`src/rtl/mini_cpu_core.sv`:
```
// mini_cpu_core: register-file CPU core with single-cycle ALU ops and a multi-cycle shift-add multiplier
// Opcodes other than MUL execute on the accepting edge; MUL occupies the core for WIDTH cycles.
module mini_cpu_core #(
   parameter int WIDTH = 8,
   parameter int NREG  = 4,
   localparam int AW   = $clog2(NREG)
) (
   input  logic             clock,
   input  logic             clr_n,
   input  logic             cmd_valid,
   output logic             cmd_ready,
   input  logic [3:0]       cmd_op,
   input  logic [AW-1:0]    cmd_rd,
   input  logic [AW-1:0]    cmd_rs,
   input  logic [WIDTH-1:0] data_in,
   input  logic [AW-1:0]    rda_sel,
   input  logic [AW-1:0]    rdb_sel,
   output logic [WIDTH-1:0] rda_out,
   output logic [WIDTH-1:0] rdb_out,
   output logic             zero,
   output logic             carry,
   output logic             done,
   output logic             err
);
   localparam int CW = $clog2(WIDTH);
   typedef enum logic {S_IDLE, S_MUL} state_t;
   state_t             state;
   logic [WIDTH-1:0]   regs [NREG];
   logic [WIDTH-1:0]   a, b, res;
   logic               cy, wr, fl, illegal;
   logic [2*WIDTH-1:0] mcand, prod, prod_nx;
   logic [WIDTH-1:0]   mplier;
   logic [AW-1:0]      mrd;
   logic [CW-1:0]      cnt;
   assign cmd_ready = (state == S_IDLE);
   assign rda_out   = regs[rda_sel];
   assign rdb_out   = regs[rdb_sel];
   assign a         = regs[cmd_rd];
   assign b         = regs[cmd_rs];
   assign illegal   = (cmd_op[3:1] == 3'b111);
   assign prod_nx   = prod + (mplier[0] ? mcand : '0);
   always_comb begin
      res = '0;
      cy  = 1'b0;
      wr  = 1'b0;
      fl  = 1'b0;
      case (cmd_op)
         4'd1:    begin res = data_in; wr = 1'b1; end
         4'd2:    begin res = b; wr = 1'b1; end
         4'd3:    begin {cy, res} = {1'b0, a} + {1'b0, b}; wr = 1'b1; fl = 1'b1; end
         4'd4:    begin {cy, res} = {1'b0, a} - {1'b0, b}; wr = 1'b1; fl = 1'b1; end
         4'd5:    begin res = a & b; wr = 1'b1; fl = 1'b1; end
         4'd6:    begin res = a | b; wr = 1'b1; fl = 1'b1; end
         4'd7:    begin res = a ^ b; wr = 1'b1; fl = 1'b1; end
         4'd8:    begin res = ~b; wr = 1'b1; fl = 1'b1; end
         4'd9:    begin {cy, res} = {b, 1'b0}; wr = 1'b1; fl = 1'b1; end
         4'd10:   begin {res, cy} = {1'b0, b}; wr = 1'b1; fl = 1'b1; end
         4'd12:   wr = 1'b1;
         default: ;
      endcase
   end
   always_ff @(posedge clock or negedge clr_n) begin
      if (!clr_n) begin
         state  <= S_IDLE;
         cnt    <= '0;
         done   <= 1'b0;
         err    <= 1'b0;
         zero   <= 1'b0;
         carry  <= 1'b0;
         mcand  <= '0;
         mplier <= '0;
         prod   <= '0;
         mrd    <= '0;
         for (int i = 0; i < NREG; i++) regs[i] <= '0;
      end else begin
         done <= 1'b0;
         err  <= 1'b0;
         if (state == S_IDLE) begin
            if (cmd_valid) begin
               if (cmd_op == 4'd11) begin
                  state  <= S_MUL;
                  cnt    <= '0;
                  prod   <= '0;
                  mcand  <= {{WIDTH{1'b0}}, a};
                  mplier <= b;
                  mrd    <= cmd_rd;
               end else begin
                  done <= 1'b1;
                  err  <= illegal;
                  if (cmd_op == 4'd13) for (int i = 0; i < NREG; i++) regs[i] <= '0;
                  else if (wr) regs[cmd_rd] <= res;
                  if (fl) begin
                     zero  <= (res == '0);
                     carry <= cy;
                  end
               end
            end
         end else begin
            // one shift-add step per cycle; the last step commits the product
            prod   <= prod_nx;
            mcand  <= mcand << 1;
            mplier <= mplier >> 1;
            cnt    <= cnt + CW'(1);
            if (cnt == CW'(WIDTH - 1)) begin
               regs[mrd] <= prod_nx[WIDTH-1:0];
               zero      <= (prod_nx[WIDTH-1:0] == '0);
               carry     <= |prod_nx[2*WIDTH-1:WIDTH];
               done      <= 1'b1;
               state     <= S_IDLE;
            end
         end
      end
   end
endmodule

```
`config.mk`:
```
export PLATFORM = sky130hd
export DESIGN_NAME = mini_cpu_core
export DESIGN_NICKNAME = d
export VERILOG_FILES = /design/src/rtl/mini_cpu_core.sv
export SDC_FILE = /design/constraint.sdc
export NUM_CORES = 1
export LEC_CHECK = 0
export BUFFER_PORTS_ARGS = -buffer_cell sky130_fd_sc_hd__buf_4
export CORE_MARGIN = 4
export CORE_UTILIZATION = 30
export DETAILED_ROUTE_END_ITERATION = 10
export GPL_TIMING_DRIVEN = 0
export SLEW_MARGIN = 20
export SYNTH_ARGS = -nofsm -noshare
export SYNTH_HDL_FRONTEND = slang
export SYNTH_SLANG_ARGS = --single-unit
```
`constraint.sdc`:
```
create_clock -name clock -period 4.44 [get_ports clock]
set_input_delay 0.888 -clock clock [delete_from_list [all_inputs] [get_ports clock]]
set_output_delay 0.888 -clock clock [all_outputs]
set_load 0.1 [all_outputs]
```
## Word level (Yosys, flattened, before mapping)

Cells that the tools add are included.

| word-level totals | value |
|---|---|
| input port bits | 23 |
| word-level logic and storage cells | 129 |
| output and inout bits | 21 |
| flip-flop bits (word level) | 82 |

| cells by class | value |
|---|---|
| mux-type cells | 62 |
| $add $sub $neg | 4 |
| bitwise logic cells | 10 |
| magnitude comparators | 7 |
| equal/unequal tests | 17 |
| reductions and logical operators | 15 |

Operator list:

| kind | number |
|---|---|
| 2-to-1 mux 32 bit | 6 |
| 2-to-1 mux 16 bit | 7 |
| 2-to-1 mux 8 bit | 13 |
| case mux 8 bit (10 select lines) | 1 |
| binary-select mux 8 bit (select 2 bit) | 4 |
| bitwise mux 32 bit | 2 |
| demux 8 bit (select 2 bit) | 2 |
| == test 4 bit (second input constant) | 6 |
| 2-to-1 mux 1 bit | 23 |
| adder 16 bit | 1 |
| == test 4 x 3 -> 1 bit (second input constant) | 4 |
| logical NOT 8 bit | 2 |
| OR reduction 8 bit | 2 |
| >= comparator 3 bit (second input constant) | 5 |
| NOT 2 -> 3 bit | 5 |
| OR reduction 11 bit | 1 |
| adder 8 x 8 -> 9 bit | 1 |
| 2-to-1 mux 3 bit | 3 |
| subtractor 8 x 8 -> 9 bit | 1 |
| AND 8 bit | 1 |
| == test 4 x 2 -> 1 bit (second input constant) | 2 |
| NOT 8 bit | 1 |
| bitwise OR 8 bit | 1 |
| AND reduction 4 bit | 2 |
| other kinds (14) | 19 |

## Longest topological paths before layout

| logic depth | value |
|---|---|
| word-level depth | 12 |
| gate-level depth with buffers | 12 |

## Least setup slack after synthesis

Ideal clock, no wire load.

| timing | value |
|---|---|
| path kind | input-to-reg |
| start | in cmd_rd[0] |
| end | reg regs[22] in the netlist's numbering |
| stages on the path | 11 |
| arrival | 4.066 ns |
| library setup time | 0.125 ns |
| slack | 0.250 ns |
| path through | buf_1 mux4_2 ha_1 fa_1 a21oi_1 o21bai_1 a31o_2 a221o_1 a221oi_2 o21ai_0 mux2_2 |

| on the way | value |
|---|---|
| longest elaborated chain between the ends | 12 |

Ends and longest elaborated chain:

| what | line | text |
|---|---|---|
| start: declaration | 13 | `input logic [AW-1:0] cmd_rd,` |
| NOT 2 -> 3 bit (not written as such) (*) | 38, 91 |  |
| binary-select mux 8 bit (select 2 bit) | 38 | `assign a = regs[cmd_rd];` |
| 2-to-1 mux 8 bit (not written as such) (2 in series) | 38 |  |
| subtractor 8 x 8 -> 9 bit (tied with other cells) | 51 | `4'd4: begin {cy, res} = {1'b0, a} - {1'b0, b}; wr = 1'b1; fl = 1'b1; end` |
| case mux 8 bit (10 select lines) | 47 | `case (cmd_op)` |
| bitwise mux 32 bit (*) | 91 | `else if (wr) regs[cmd_rd] <= res;` |
| 2-to-1 mux 32 bit (*) | 91 |  |
| 2-to-1 mux 32 bit (*) | 90 | `if (cmd_op == 4'd13) for (int i = 0; i < NREG; i++) regs[i] <= '0;` |
| 2-to-1 mux 32 bit (*) | 80 | `if (cmd_op == 4'd11) begin` |
| 2-to-1 mux 32 bit (*) | 79 | `if (cmd_valid) begin` |
| 2-to-1 mux 32 bit (*) | 78 | `if (state == S_IDLE) begin` |
| end signal: indexed assignment | 91 |  |
| end signal: indexed assignment | 105 | `regs[mrd] <= prod_nx[WIDTH-1:0];` |
| end: declaration | 28 | `logic [WIDTH-1:0] regs [NREG];` |

Every way passes the cells marked *; elsewhere a longest branch is shown, timed or not. The select of a mux whose other input is x is not followed.
A chain may end at the register's enable or synchronous reset.

## Final worst setup path

| timing | value |
|---|---|
| start | in cmd_rs[0] |
| end | reg regs[22] in the netlist's numbering |

| on the way | value |
|---|---|
| longest elaborated chain between the ends | 12 |

Ends and longest elaborated chain:

| what | line | text |
|---|---|---|
| start: declaration | 14 | `input logic [AW-1:0] cmd_rs,` |
| NOT 2 -> 3 bit (not written as such) (*) | 39 | `assign b = regs[cmd_rs];` |
| binary-select mux 8 bit (select 2 bit) (*) | 39 |  |
| 2-to-1 mux 8 bit (not written as such) (*) (2 in series) | 39 |  |
| subtractor 8 x 8 -> 9 bit (tied with other cells) | 51 |  |
| case mux 8 bit (10 select lines) (*) | 47 |  |
| bitwise mux 32 bit (*) | 91 |  |
| 2-to-1 mux 32 bit (*) | 91 |  |
| 2-to-1 mux 32 bit (*) | 90 |  |
| 2-to-1 mux 32 bit (*) | 80 |  |
| 2-to-1 mux 32 bit (*) | 79 |  |
| 2-to-1 mux 32 bit (*) | 78 |  |

Marks and branches as above.

==> qor.csv <==
metric,value,unit
outcome,finished clean,
ratio of cells with drive above 1 in the final layout,0.1476,
placed cell area,7441,sq um
first-pass GRT wire length,34680,um
period utilization,0.9549,
final setup vio count,0,
synth-to-layout area growth,13.76,%
chip width,158.9,um
Max Buffers Root-to-Sink,2,
critical path endpoint category,flip-flop,
number of nets in the layout,870,
CTS H-tree depth,3,
most frequent cells after synthesis,"nand2_1, dfrtp_1, o21ai_0",
Startpoint Class,input port,
Worst-Margin Slew,0.8823,ns
Min-Delay Path Class,flip-flop to flip-flop,
Slew headroom,0.4072,
Max-Cap Viols,0,
CTS hold repair buffers,0,
crit-path max FO,8,
Power Dens Cells,687.6,nW/um^2
Syn Area/Cell,8.996,sq um
CP Data Arrival Time,4.47,ns
yosys warns,0,
final core occ,0.3516,
Die Area,25240,sq um
Max Clock Skew,0.01077,ns
IO Port Bufs,35,
DRT iter0 DRCs,725,
final wirelength,21750,um
CTS tree,done,
FF-to-FF Start,regs[8],
Post-Layout Cell Count,1086,
"Reg clk slew, reported paths",0.06,ns
Async SR Flop Fraction,1.000,
Worst-Skew Late Latency,0.35,ns
Post-Syn Nets,826,
DR pass1 iterations,7,
R2R depth,10,
vias per cell,5.773,
Yosys cell types,70,
hold path cells,2,
Worst VDD drop,580.1,uV
via count,6269,
min cycle time layout,4.240,ns
largest net degree at the start of global routing,83,
height of the die,158.9,um
initial core utilization,0.3090,
setup TNS,0,ns
Syn Inst Count,759,
Crit path required time,4.67,ns
"Top FF cell, synth",dfrtp_1,
Post-Syn Area,6828,sq um
fillers,2204,
vias in the first global route,6126,
Hold EP,mplier[6],
"Seq/Total Area, Yosys",0.3005,
Routed WL per cell,20.03,um
CTS Buf Count,9,
RD Place Congestion,0.9221,
internal reg-to-reg setup slack,0.54,ns
Pins Over Slew Limit,0,
fin area,7767,sq um
P_leak,3.286,nW
Total GRT Usage,0.1698,
n_diodes,0,
Top Ports,44,
RSZ-0062 raised after global routing,no,
"flops & latches, synth",82,
Final HPWL DP,16190,um
grt ovf,0,
core area,22090,sq um
Rows,54,
drt drc,0,
clk sinks,82,
FMAX,0.2359,GHz
Post-synth EDFFs,0,
initial antenna violation count,0,
placed cells,1074,
post-synth top area cell,dfrtp_1,
largest cells by area after synthesis,"dfrtp_1, mux4_2, ha_1",
Final Hold Viols,0,
root buf cell,clkbuf_16,
Yosys top cell area share,0.3005,
Crit Reg-Reg Endpoint,regs[22],
worst hold start,mplier[7],
most frequent cell after synthesis,nand2_1,
antenna-violating nets left,0,
Setup CP Type,input port to flip-flop,
## cell usage in the layout, fill, tap and decap left out, types with 17 or more instances in the layout
cell | Yosys | routed
nand2_1 | 97 | 97
dfrtp_1 | 82 | 82
o21ai_0 | 68 | 68
a21oi_1 | 48 | 48
nor2_1 | 45 | 45
ha_1 | 41 | 41
inv_1 | 38 | 38
buf_4 | 0 | 34
mux4_2 | 29 | 29
clkbuf_1 | 28 | 27
and2_1 | 18 | 18
nor3_1 | 17 | 17
## stage by stage
stage	total power (W)	hold slack (ns)	setup slack, ns
2_1_floorplan	0.003634	0.4533	0.2496
3_3_place_gp	0.004418	0.4656	-0.6379
3_5_place_dp	0.004460	0.4776	-0.6309
4_1_cts	0.005281	0.4907	0.006751
5_1_grt	0.005694	0.5115	0.07375
6_report	0.005341	0.4855	0.2002
## state kept, by name, summed over array words and instances (netlist names), 2 cells and up
| register | flops |
|---|---|
| cnt | 3 |
| mcand | 16 |
| mplier | 8 |
| mrd | 2 |
| prod | 16 |
| regs | 32 |
## worst max-delay path, stage by stage
cell and delay (ns):
buf_6 0.15, mux4_1 0.76, ha_1 0.35, fa_1 0.49, a21oi_1 0.18, o21bai_1 0.13, a31o_2 0.29, a221o_1 0.39
a221oi_4 0.39, o21ai_0 0.16, mux2_2 0.28
## report_power, final
group          internal (W)  switching, W
Combinational       0.00111       0.00214
Sequential          0.00103      0.000264
Clock              0.000487      0.000320
## logic make-up after synthesis
| logic type | share of synthesized area |
|---|---|
| XOR/XNOR | 0.02052 |
| AO/OA/AOI/OAI | 0.2318 |
| flip-flops | 0.3005 |
| AND/OR/NAND/NOR | 0.1625 |
| multiplexers | 0.1497 |
| adder cells (fa/ha/maj) | 0.08393 |
| buffers and inverters | 0.05094 |
## area by class of cell
cell class / instances / area [sq um] / area share
Buffer: 47 / 198.9 / 0.02561
Inverter: 38 / 142.6 / 0.01836
Clock inverter: 5 / 81.33 / 0.01047
Tap cell: 280 / 350.3 / 0.04510
Multi-Input combinational cell: 590 / 4451 / 0.5730
Timing Repair Buffer: 35 / 266.5 / 0.03431
Clock buffer: 9 / 225.2 / 0.02899
Sequential cell: 82 / 2052 / 0.2642
## per-layer routing
layer  GRT usage  routed length (um)  vias to the layer above
met5           0                   0                        -
met4     0.06075                 603                        0
met3     0.02592                1401                       42
met2      0.2572                9642                      270
met1      0.2467               10110                     3074
li1            -                   -                     2883
## how the worst max path moves through the flow
| stage | to | startpoint | slack (ns) |
|---|---|---|---|
| 2_1_floorplan | regs[22] | cmd_rd[0] | 0.25 |
| 3_3_place_gp | regs[6] | cmd_rd[0] | -0.64 |
| 3_5_place_dp | regs[22] | cmd_rd[0] | -0.63 |
| 4_1_cts | regs[22] | cmd_rd[1] | 0.007 |
| 5_1_grt | regs[22] | cmd_rs[0] | 0.07 |
| 6_report | regs[22] | cmd_rs[0] | 0.20 |
## repair_timing
action,in CTS,in global routing
cloned,0,0
endpoints found under the setup margin,5,7
gates resized for setup,1,4
setup buffers,0,0
Power figures use the tool's default switching activity.
